### src/rtl/alu_cmd_seq.sv
// Command sequencer for the 4-bit ALU: buffers commands, fetches operands from a
// 4x4 register file, drives the ALU and writes the result and flags back.
module alu_cmd_seq #(
    parameter int DEPTH = 4
) (
    input  logic       clk,
    input  logic       rst_n,
    input  logic       cmd_valid,
    output logic       cmd_ready,
    input  logic [2:0] cmd_op,
    input  logic [1:0] cmd_rd,
    input  logic [1:0] cmd_rs1,
    input  logic [1:0] cmd_rs2,
    input  logic       cmd_imm_en,
    input  logic [3:0] cmd_imm,
    input  logic       hold,
    output logic [3:0] alu_a,
    output logic [3:0] alu_b,
    output logic [2:0] alu_sel,
    input  logic [3:0] alu_out,
    input  logic       alu_cf,
    input  logic       alu_of,
    input  logic       alu_zf,
    output logic       res_valid,
    output logic [3:0] res_data,
    output logic [1:0] res_rd,
    output logic [2:0] flags,
    output logic       busy,
    input  logic [1:0] dbg_addr,
    output logic [3:0] dbg_data
);

    localparam int AW = (DEPTH > 1) ? $clog2(DEPTH) : 1;
    localparam int CW = $clog2(DEPTH + 1);
    localparam logic [CW-1:0] FULL = CW'(DEPTH);

    typedef enum logic {
        S_IDLE = 1'b0,
        S_EXEC = 1'b1
    } state_t;

    typedef struct packed {
        logic [2:0] op;
        logic [1:0] rd;
        logic [1:0] rs1;
        logic [1:0] rs2;
        logic       imm_en;
        logic [3:0] imm;
    } cmd_t;

    state_t          r_state;
    cmd_t            r_mem [DEPTH];
    cmd_t            r_ir;
    logic [AW-1:0]   r_head;
    logic [AW-1:0]   r_tail;
    logic [CW-1:0]   r_count;
    logic [3:0]      r_rf [4];
    logic [2:0]      r_flags;
    logic            r_res_valid;
    logic [3:0]      r_res_data;
    logic [1:0]      r_res_rd;

    logic            w_push;
    logic            w_pop;
    logic            w_exec;
    logic            w_arith;
    cmd_t            w_entry;

    assign w_entry   = '{op: cmd_op, rd: cmd_rd, rs1: cmd_rs1, rs2: cmd_rs2,
                         imm_en: cmd_imm_en, imm: cmd_imm};
    assign cmd_ready = rst_n && (r_count != FULL);
    assign w_push    = cmd_valid && cmd_ready;
    // A fresh push is only visible through r_count on the next cycle: no bypass.
    assign w_pop     = (r_count != '0) && !hold;
    assign w_exec    = (r_state == S_EXEC);
    assign w_arith   = (r_ir.op[2:1] == 2'b00);

    always_comb begin
        alu_sel = '0;
        alu_a   = '0;
        alu_b   = '0;
        if (w_exec) begin
            alu_sel = r_ir.op;
            alu_a   = r_rf[r_ir.rs1];
            alu_b   = r_ir.imm_en ? r_ir.imm : r_rf[r_ir.rs2];
        end
    end

    always_ff @(posedge clk) begin
        if (w_push) begin
            r_mem[r_tail] <= w_entry;
        end
    end

    always_ff @(posedge clk) begin
        if (!rst_n) begin
            r_state     <= S_IDLE;
            r_ir        <= '0;
            r_head      <= '0;
            r_tail      <= '0;
            r_count     <= '0;
            r_flags     <= '0;
            r_res_valid <= 1'b0;
            r_res_data  <= '0;
            r_res_rd    <= '0;
            for (int i = 0; i < 4; i++) begin
                r_rf[i] <= '0;
            end
        end else begin
            if (w_push) begin
                r_tail <= r_tail + 1'b1;
            end
            if (w_pop) begin
                r_ir   <= r_mem[r_head];
                r_head <= r_head + 1'b1;
            end
            case ({w_push, w_pop})
                2'b10:   r_count <= r_count + CW'(1);
                2'b01:   r_count <= r_count - CW'(1);
                default: r_count <= r_count;
            endcase

            r_state     <= w_pop ? S_EXEC : S_IDLE;
            r_res_valid <= w_exec;
            // Writeback and next IR load share this edge, so dependent ops need no stall.
            if (w_exec) begin
                r_rf[r_ir.rd] <= alu_out;
                r_flags       <= {w_arith & alu_cf, w_arith & alu_of, alu_zf};
                r_res_data    <= alu_out;
                r_res_rd      <= r_ir.rd;
            end
        end
    end

    assign res_valid = r_res_valid;
    assign res_data  = r_res_data;
    assign res_rd    = r_res_rd;
    assign flags     = r_flags;
    assign busy      = w_exec || (r_count != '0);
    assign dbg_data  = r_rf[dbg_addr];

endmodule

### config.mk
export PLATFORM = sky130hd
export DESIGN_NAME = alu_cmd_seq
export DESIGN_NICKNAME = d
export VERILOG_FILES = /design/src/rtl/alu_cmd_seq.sv
export SDC_FILE = /design/constraint.sdc
export NUM_CORES = 1
export LEC_CHECK = 0
export CORE_ASPECT_RATIO = 0.7
export CORE_MARGIN = 4
export CORE_UTILIZATION = 57
export CTS_BUF_LIST = sky130_fd_sc_hd__clkbuf_2 sky130_fd_sc_hd__clkbuf_4 sky130_fd_sc_hd__clkbuf_8
export CTS_CLUSTER_DIAMETER = 120
export DETAILED_ROUTE_END_ITERATION = 10
export PLACE_DENSITY = 0.86
export RECOVER_POWER = 100
export REMOVE_ABC_BUFFERS = 1
export SLEW_MARGIN = 20
export SYNTH_ARGS = -nofsm -noshare
export SYNTH_HDL_FRONTEND = slang
export SYNTH_SLANG_ARGS = --single-unit
### constraint.sdc
create_clock -name clk -period 3.7 [get_ports clk]
set_input_delay 0.74 -clock clk [delete_from_list [all_inputs] [get_ports clk]]
set_output_delay 0.74 -clock clk [all_outputs]
set_load 0.1 [all_outputs]
==> results.rst <==
.. list-table::
   :header-rows: 1

   * - Metric
     - Value
   * - Run status
     - complete, no violations
   * - Master of the slowest instance on the critical path
     - sky130_fd_sc_hd__clkbuf_1
   * - Fraction of registers with async set/reset
     - 0
   * - List of most frequent post-synthesis cells
     - sky130_fd_sc_hd__edfxtp_1, sky130_fd_sc_hd__dfxtp_1, sky130_fd_sc_hd__and2_1
   * - Wire length on met1
     - 3290 um
   * - Flip-flop and latch count after synthesis
     - 104
   * - Critical Path End Type
     - output pin
   * - Maximum number of buffers from clock root to sink
     - 2
   * - Total length of routed met2 wires
     - 3800 um
   * - Total half-perimeter wirelength after legalization and detailed placement
     - 5640 um
   * - Count of synthesis-stage warnings from yosys
     - 0
   * - Slew at the pin closest to its max-slew limit
     - 1.19 ns
   * - Min cycle time layout
     - 3.20 ns
   * - Classification of the worst setup path
     - input pin to output pin
   * - Max incr delay on CP
     - 0.58 ns
   * - Fraction of layout instances using a drive strength above 1
     - 0.145
   * - Number of clock sinks
     - 104
   * - Number of library cell types mapped by synthesis
     - 37
   * - Area share of xor/xnor cells in the synthesized design
     - 0.00405
   * - Max H-tree Level
     - 3
   * - Placer's final routability congestion estimate
     - 0.767
   * - Clock buffer count from CTS
     - 9
   * - Die X
     - 112 um
   * - Fraction of the cycle the final worst path needs
     - 0.864
   * - Overall track demand over capacity in global routing
     - 0.182
   * - RSZ-0062 raised after global routing
     - false
   * - Post-synthesis to final-layout area growth
     - 16.1%
   * - Routed wire length on met3
     - 696 um
   * - Routed Antenna Nets
     - 0
   * - Highest metal layer with signal wires
     - met4
   * - Setup slack of the most critical reg-to-reg path
     - 1.08 ns
   * - Count of pins on the block boundary
     - 54
   * - Number of DRC violations after detailed-routing iteration 0
     - 161
   * - Number of flops mapped to enable cells by yosys
     - 72
   * - Detailed-routing iteration count for the pre-antenna-repair pass
     - 4
   * - Core Area
     - 7350 um^2
   * - Basic-gate share of the synthesized area counting and, or, nand and nor cells
     - 0.0939
   * - Worst path arrival time
     - 2.46 ns
   * - Via density per instance
     - 5.65
   * - Antenna violations before repair
     - 0
   * - CTS tree
     - done
   * - Number of port buffers
     - 53
   * - Most numerous cell in the Yosys netlist
     - sky130_fd_sc_hd__edfxtp_1
   * - Multiplexer fraction of the synthesized cell area
     - 0.160
   * - Area of the mapped netlist
     - 4330 um^2
   * - Number of instances on the worst hold path
     - 1
   * - Mapped Avg Cell Area
     - 15.9 um^2
   * - Effective utilization at floorplan
     - 0.589
   * - Hold Path Origin
     - r_ir[11]
   * - Worst hold slack
     - 0.482 ns
   * - Depth of the worst register-to-register path
     - 3
   * - Max Clock Skew
     - 0.0116 ns
   * - Number of max-slew violations in the final report
     - 0
   * - Final number of hold-violating endpoints
     - 0
   * - Maximum frequency from static timing analysis
     - 0.313 GHz
   * - Endpoint of the most critical register-to-register path
     - r_mem[3][1]
   * - First-pass GRT wire length
     - 12,600 um
   * - Cts repair resizes
     - 0
   * - Top area cells in the synthesized netlist
     - sky130_fd_sc_hd__edfxtp_1, sky130_fd_sc_hd__dfxtp_1, sky130_fd_sc_hd__mux4_2, sky130_fd_sc_hd__mux4_1, sky130_fd_sc_hd__and2_1
   * - Top Family by Delay on Critical Path
     - buffers and inverters
   * - Compound-Gate Fraction of Synth Area
     - 0.0474
   * - Combined buffer and inverter count along the critical path
     - 4
   * - Postcts setup bufs
     - 0
   * - Worst min-delay path category
     - register to register
   * - Cell type with the highest aggregate area in the netlist
     - sky130_fd_sc_hd__edfxtp_1
   * - Startpoint type of the worst setup path
     - input pin
   * - Number of instances in the synthesized netlist
     - 272
   * - Sequential fraction of the synthesis area
     - 0.647
   * - Die Outline Area
     - 9080 um^2
   * - Leading register cell type out of synthesis
     - sky130_fd_sc_hd__edfxtp_1
   * - Net count of the finished layout
     - 359
   * - Post-detailed-route wirelength per cell
     - 18.2 um
   * - CP max FO
     - 17
   * - Max transition margin
     - 0.209
   * - Worst hold path endpoint
     - r_ir[11]
   * - Combinational family with the most area after synthesis
     - multiplexers
   * - Cts-stage hold buffer count
     - 0
   * - Clk pin slew, worst setup/hold paths
     - 0.09 ns
   * - Latest clock arrival within the worst-skew pair
     - 0.35 ns
   * - Adder-cell share of the synthesized area
     - 0.0191
   * - Count of inserted antenna diode cells
     - 0
   * - Vertical die dimension
     - 80.9 um
   * - Number of fill cells
     - 534
   * - Routed vias
     - 2,425
   * - Number of endpoints failing setup at the final stage
     - 0
   * - Placement Rows
     - 26
   * - Power per Cell Area
     - 608 nW/um^2
   * - R2R Path Start
     - r_count[0]
   * - Grt total ovfl
     - 0
   * - Static power due to leakage
     - 1.77 nW
   * - Share of the synthesized area in the top cell type
     - 0.499
   * - Maximum number of pins on one net before global-route repair
     - 19
   * - Number of design rule violations left after detail routing
     - 0
   * - DRT Wirelength
     - 7810 um
   * - Final Util
     - 0.684
   * - Maximum vdd ir drop
     - 0.000594 V
   * - Critical path cell sequence
     - dlygate4sd3_1, inv_1, clkbuf_1, a21oi_1, clkbuf_2
   * - Clock tree root driver cell
     - sky130_fd_sc_hd__clkbuf_8
   * - Required time of the critical path
     - 2.96 ns
   * - Total negative setup slack
     - 0 ns
   * - Number of global-route vias before repair
     - 2,488
   * - Maximum Capacitance Violations
     - 0
==> state kept, by name, summed over array words and instances, names as in the netlist <==
register   flops
r_mem         56
r_rf          16
r_ir          14
res_data       4
flags          3
r_count        3
r_head         2
r_tail         2
res_rd         2
r_state        1
res_valid      1
==> cell usage in the layout (no fill, tap or decap), types with 11 or more instances in the layout <==
| cell | synthesis | final |
|---|---|---|
| sky130_fd_sc_hd__nor2_1 | 12 | 12 |
| sky130_fd_sc_hd__a22o_1 | 14 | 14 |
| sky130_fd_sc_hd__and2_0 | 0 | 16 |
| sky130_fd_sc_hd__dfxtp_1 | 32 | 32 |
| sky130_fd_sc_hd__clkbuf_1 | 6 | 11 |
| sky130_fd_sc_hd__edfxtp_1 | 72 | 72 |
| sky130_fd_sc_hd__mux4_2 | 19 | 19 |
| sky130_fd_sc_hd__nand2_1 | 13 | 13 |
| sky130_fd_sc_hd__dlygate4sd3_1 | 0 | 26 |
==> power by group <==
group,total [mW],switching (mW),internal (mW)
Sequential,1.52,0.149,1.37
Combinational,0.824,0.526,0.299
Clock,0.711,0.367,0.344
Total,3.06,1.04,2.02
==> worst max-delay path by stage <==
stage,to,depth (start not counted),slack [ns],start
2_1_floorplan,cmd_ready,2,0.65,rst_n
3_3_place_gp,dbg_data[1],3,0.84,dbg_addr[0]
3_5_place_dp,dbg_data[1],3,0.80,dbg_addr[0]
4_1_cts,dbg_data[1],3,0.80,dbg_addr[0]
5_1_grt,alu_a[2],3,0.38,r_state
6_report,cmd_ready,5,0.50,rst_n
==> cell families (layout without fill, tap and decap cells) <==
group | count (synthesis) | after routing
and+or+nand+nor | 74 | 74
AOI/OAI and AO/OA | 28 | 28
muxes | 34 | 34
buffers and inverters | 24 | 83
xor gates and xnor gates | 2 | 2
adders and majority gates | 6 | 6
DFF | 104 | 104
==> final cells by class <==
class                   count  area (um^2)  area share
clock buffers              11          145      0.0289
clock inverters             5         61.3      0.0122
repair buffers             56          454      0.0903
flip-flops and latches    104         2800       0.557
multi-input cells         144         1400       0.278
inverters                  11         42.5     0.00846
well taps                  98          123      0.0244
==> per-layer routing <==
metal  vias up  track usage
met5         -            0
met4         0       0.0468
met3         2       0.0454
met2        87        0.307
met1      1192        0.243
li1       1144            -
==> metrics by stage <==
stage                     setup WS, ns  total power, mW  instances  instance area, um^2
after global placement           0.838             2.39        413                 4900
final                            0.502             3.06        429                 5030
after CTS                        0.798             3.12        429                 5100
after floorplan                  0.645             2.17        259                 4250
after detailed placement         0.802             2.42        413                 4900
after global routing             0.385             3.20        429                 5030
No activity file was read; power rests on OpenSTA's default activity.
